File: config.mk
export PLATFORM = sky130hd
export DESIGN_NAME = reg_file_64
export DESIGN_NICKNAME = d
export VERILOG_FILES = /design/src/rtl/reg_file_64.sv
export SDC_FILE = /design/constraint.sdc
export NUM_CORES = 2
export LEC_CHECK = 0
export BUFFER_PORTS_ARGS = -buffer_cell sky130_fd_sc_hd__buf_2
export CORE_MARGIN = 3
export CORE_UTILIZATION = 44
export CTS_CLUSTER_SIZE = 30
export DETAILED_ROUTE_END_ITERATION = 12
export PLACE_DENSITY = 0.56
export SLEW_MARGIN = 20
export SYNTH_ARGS = -nofsm -noshare
export SYNTH_HDL_FRONTEND = slang
export SYNTH_SLANG_ARGS = --single-unit
export TNS_END_PERCENT = 5
File: constraint.sdc
create_clock -name clk -period 3.08 [get_ports clk]
set_input_delay 0.616 -clock clk [delete_from_list [all_inputs] [get_ports clk]]
set_output_delay 0.616 -clock clk [all_outputs]
set_load 0.005 [all_outputs]
File: src/rtl/reg_file_64.sv
// reg_file_64: architectural register file feeding the 64-bit ALU.
//  - Two combinational read ports (rd1/rd2), one clocked write port (we3/wa3/wd3).
//  - Index ZERO_REG is XZR: it always reads 0, and writes to it are dropped.
//  - Holds the NZCV flag register, captured from the ALU when flag_we is high.
//  - Optional build macro REG_FILE_BYPASS_EN: when defined, a write is forwarded to a
//    read port that reads the same address in the same cycle. When it is undefined,
//    the new value becomes visible on the cycle after the write edge.
//  - Flags are never forwarded.
module reg_file_64 #(
  parameter int unsigned DATA_W   = 64,
  parameter int unsigned ADDR_W   = 5,
  parameter int unsigned ZERO_REG = 31
) (
  input  logic              clk,
  input  logic              rst_n,
  input  logic [ADDR_W-1:0] ra1,
  input  logic [ADDR_W-1:0] ra2,
  output logic [DATA_W-1:0] rd1,
  output logic [DATA_W-1:0] rd2,
  input  logic              we3,
  input  logic [ADDR_W-1:0] wa3,
  input  logic [DATA_W-1:0] wd3,
  input  logic              flag_we,
  input  logic [3:0]        flags_in,
  output logic [3:0]        flags
);

  localparam int unsigned       NUM_REGS  = 1 << ADDR_W;
  localparam logic [ADDR_W-1:0] ZERO_ADDR = ADDR_W'(ZERO_REG);

  logic [NUM_REGS-1:0][DATA_W-1:0] regs_q;
  logic [NUM_REGS-1:0]             we_dec;
  logic [3:0]                      flags_q;
  logic                            wr_valid;

  // A write counts only when it is enabled and does not target XZR.
  assign wr_valid = we3 && (wa3 != ZERO_ADDR);

  // One-hot write decode; the XZR slot can never be selected.
  always_comb begin
    we_dec = '0;
    if (wr_valid) begin
      we_dec[wa3] = 1'b1;
    end
  end

  // Register storage. The XZR entry has a constant-0 enable, so it stays at its reset value.
  always_ff @(posedge clk or negedge rst_n) begin
    if (!rst_n) begin
      regs_q <= '0;
    end else begin
      for (int i = 0; i < NUM_REGS; i++) begin
        if (we_dec[i]) begin
          regs_q[i] <= wd3;
        end
      end
    end
  end

  // NZCV capture, independent of the register write port.
  always_ff @(posedge clk or negedge rst_n) begin
    if (!rst_n) begin
      flags_q <= 4'b0000;
    end else if (flag_we) begin
      flags_q <= flags_in;
    end
  end

  assign flags = flags_q;

  // Read port 1: XZR masking, optional write-through, forced 0 while in reset.
  always_comb begin
    rd1 = regs_q[ra1];
    if (ra1 == ZERO_ADDR) begin
      rd1 = '0;
    end
`ifdef REG_FILE_BYPASS_EN
    if (wr_valid && (wa3 == ra1)) begin
      rd1 = wd3;
    end
`endif
    if (!rst_n) begin
      rd1 = '0;
    end
  end

  // Read port 2: same rules as port 1.
  always_comb begin
    rd2 = regs_q[ra2];
    if (ra2 == ZERO_ADDR) begin
      rd2 = '0;
    end
`ifdef REG_FILE_BYPASS_EN
    if (wr_valid && (wa3 == ra2)) begin
      rd2 = wd3;
    end
`endif
    if (!rst_n) begin
      rd2 = '0;
    end
  end

endmodule

==> results.md <==
- Status: finished, violations left
- Failing checks: negative setup slack
- Final setup margin: -0.237 ns
- R2R Setup Slk: 1.77 ns
- Final instance area: 125,000 sq um
- Final Skew: 0 ns
- Final setup violation count: 98
- Drt wl/cell: 33.6 microns
- Clock root buffer: clkbuf_16
- CTS Buffer Depth: 3
- Yosys reg bits: 2,052
- WS Path Type: flop to primary output
- Tcrit/Tclk final: 108%
- Count of non-filler cells in the finished layout: 11,000
- Post-synth cell types: 44
- Via count: 71,100
- CTS buffer count: 228
- Mean number of vias per cell: 6.48
- Number of max-cap violations: 0
- Post-Route WL: 368 mm
- Warnings from Yosys: 0
- Io pins: 219
- Drt drc: 0
- Leak Pwr: 55.3 nW
- GRT Util Overall: 29.2%
- Multi-input gate area in the final layout: 52,800 sq um
- Initial DRC Count: 6,150
- Number of synthesized flops with an enable pin: 0
- Cell area after placement: 116,000 sq um
- R2R depth: 2
- HP Class: primary input to async pin
- Final Critical Period: 3.32 ns
- Worst setup SP type: flop
- Final hold violation count: 0
- Number of antenna-violating nets in the routed design: 0
- Slowest CP cell: mux4_2
- Primary FF master, synth: dfrtp_1
- Slew @ Worst Pin: 1.04 ns
- Setup TNS: -7.20 ns
- Critical path startpoint: regs_q[830]
- Crit path max fanout: 3
- Placed cells: 10,500
- CTS tree: done
- Ys async rst share: 100%
- Clk sinks: 2,052
- Core box area: 241,000 sq um
- FF/Latch Area: 51,300 sq um
- Number of global-route vias before repair: 74,300
- Layout cells sized above 1: 51.1%
- First-pass detailed-route iteration total: 5
- Worst-path clk slew: 0.06 ns
- Place WS: -0.268 ns
- Slew Limit Fails: 0
- FP Rows: 180
- Worst EP arrival: 2.70 ns
- F_max: 0.302 GHz
- Die ar.: 250,000 sq um
- Initial antenna violation count: 24
- Grt ovf: 0
- Die Ht: 500 microns
- Max VDD drop: 0.584 mV
- Final core utilization: 52.0%
- Max incr delay on CP: 0.47 ns
- Die width: 500 microns
- Gpl congestion: 0.823
- Post-Syn Area: 107,000 sq um
- Mean Syn Cell Area: 14.7 sq um
- RSZ-0062 raised after global routing: true
- Area contributors post-synth: dfrtp_1, mux2_2, mux4_2
- Critical path, cell by cell: mux4_2 > a22o_1 > a31oi_1 > nand4_1 > buf_2
- Cell area power density: 631 nW/um^2
- HPWL after detailed placement: 228 mm
- H-tree depth: 4
- Worst r2r src: flags[1]
- Post-Syn Instances: 7,317
- Post-synth net total: 7,404
- Largest net degree at the start of global routing: 165
- Worst EP required: 2.46 ns
- Slew HR: 30.6%
- First-pass GRT wire length: 537 mm
- Port-buffer cells: 218
- CP Capture Type: primary output
- Syn-to-layout area delta: 16.9%
- Top-area cell type share of the netlist area: 47.9%
- Cell taking the most area after synthesis: dfrtp_1
- Nets: 7,660
- WHS: 0.0755 ns
- FILL cells: 20,200
- Worst skew pair latency: 0.86 ns
- Starting density of the core: 44.4%
- Pwr Total: 79.2 mW
- Register area share after synthesis: 47.9%
-- path summary, 6_finish.rpt --
check | endpoint
setup / recovery | rd2[62]
hold / removal | regs_q[1876]
setup reg to reg | flags[1]
hold reg to reg | regs_q[2031]
max in group asynchronous | regs_q[782]
min in group clk | regs_q[2031]
-- flip-flops by register name, indices dropped and copies added, names as in the netlist --
signal	flops
flags	4
regs_q	2048
-- layout by cell type, fill, tap and decap left out, types with 6 or more instances in the layout --
cell           instances
mux2_1               145
nor3b_2                6
a31oi_2               34
nand2_4                9
buf_8                  6
o21ai_1                6
mux2i_1              514
o21ai_0               41
o211ai_1              64
clkinv_2              39
a2bb2oi_1             80
a31oi_1               84
clkbuf_8              67
a22oi_1              365
buf_16                15
a22oi_2               18
dfrtp_1             2052
nand4b_1              47
a22o_1                64
nand4_1               82
dlygate4sd3_1         11
nand2_1              110
clkbuf_16            232
mux4_2               703
bufinv_16             13
clkbuf_1              57
nand3_1               66
buf_12               231
buf_6                 47
buf_2                196
inv_6                  6
nand2_8                8
diode_2               15
nor2_4                16
a31oi_4               10
buf_4                367
mux2_2              1907
-- cell type report --
type	count	area share [%]
multi-input cells	4416	42.1
flip-flops and latches	2052	40.9
repair buffers	874	7.60
clock buffers	356	5.53
well taps	3185	3.18
clock inverters	65	0.583
diodes	15	0.0299
inverters	1	0.00299
-- where the power goes --
| group | leakage, nW | switching, mW | internal [mW] |
|---|---|---|---|
| sequential | 26.3 | 3.86 | 32.1 |
| clock | 3.81 | 11.5 | 16.5 |
| combinational | 25.2 | 6.01 | 9.19 |
| total | 55.3 | 21.4 | 57.8 |
-- critical path, delay by kind of cell (launching register included) --
kind / cells / cell delay, ns
AOI/OAI and AO/OA: 2 / 0.41
buffers and inverters: 1 / 0.24
DFF: 1 / 0.41
muxes: 1 / 0.47
and+or+nand+nor: 1 / 0.32
-- kinds of logic (layout without fill, tap and decap cells) --
family | count (synthesis) | count (layout) | share of synthesized area [%]
muxes | 3269 | 3269 | 41.1
and+or+nand+nor | 378 | 378 | 2.13
AOI/OAI and AO/OA | 769 | 769 | 5.29
buffers and inverters | 849 | 1296 | 3.62
other | 0 | 15 | 0
DFF | 2052 | 2052 | 47.9
-- timing repair --
action                                  4_1_cts  5_1_grt
endpoints found under the hold margin        88       20
pin swaps                                    88       49
endpoints found under the setup margin      110      124
hold buffers                                 10        1
resized for setup                            98       57
gates cloned                                  2        0
setup buffers                                11       14
-- cells in the mapped netlist (5+ instances only) --
cell       number
nor2_4          8
clkbuf_1      464
mux2_2       1907
a2bb2oi_1      81
o21ai_0        48
a22o_1         64
o211ai_1       64
nor2_1          5
buf_1          27
a31oi_1       128
mux4_2        703
buf_4          51
buf_2         286
dfrtp_1      2052
nand4b_1       47
a22oi_1       383
nand2_2         8
nand4_1        82
mux2i_1       514
nand3_1        66
nand2_1       123
mux2_1        145
buf_6          19
-- routing by layer --
metal | part of all wire (%) | track usage [%]
met5 | 0.0022 | 0
met4 | 4.5 | 12.2
met3 | 5.6 | 4.34
met2 | 48 | 47.6
met1 | 42 | 39.2
Power figures use the tool's default switching activity.
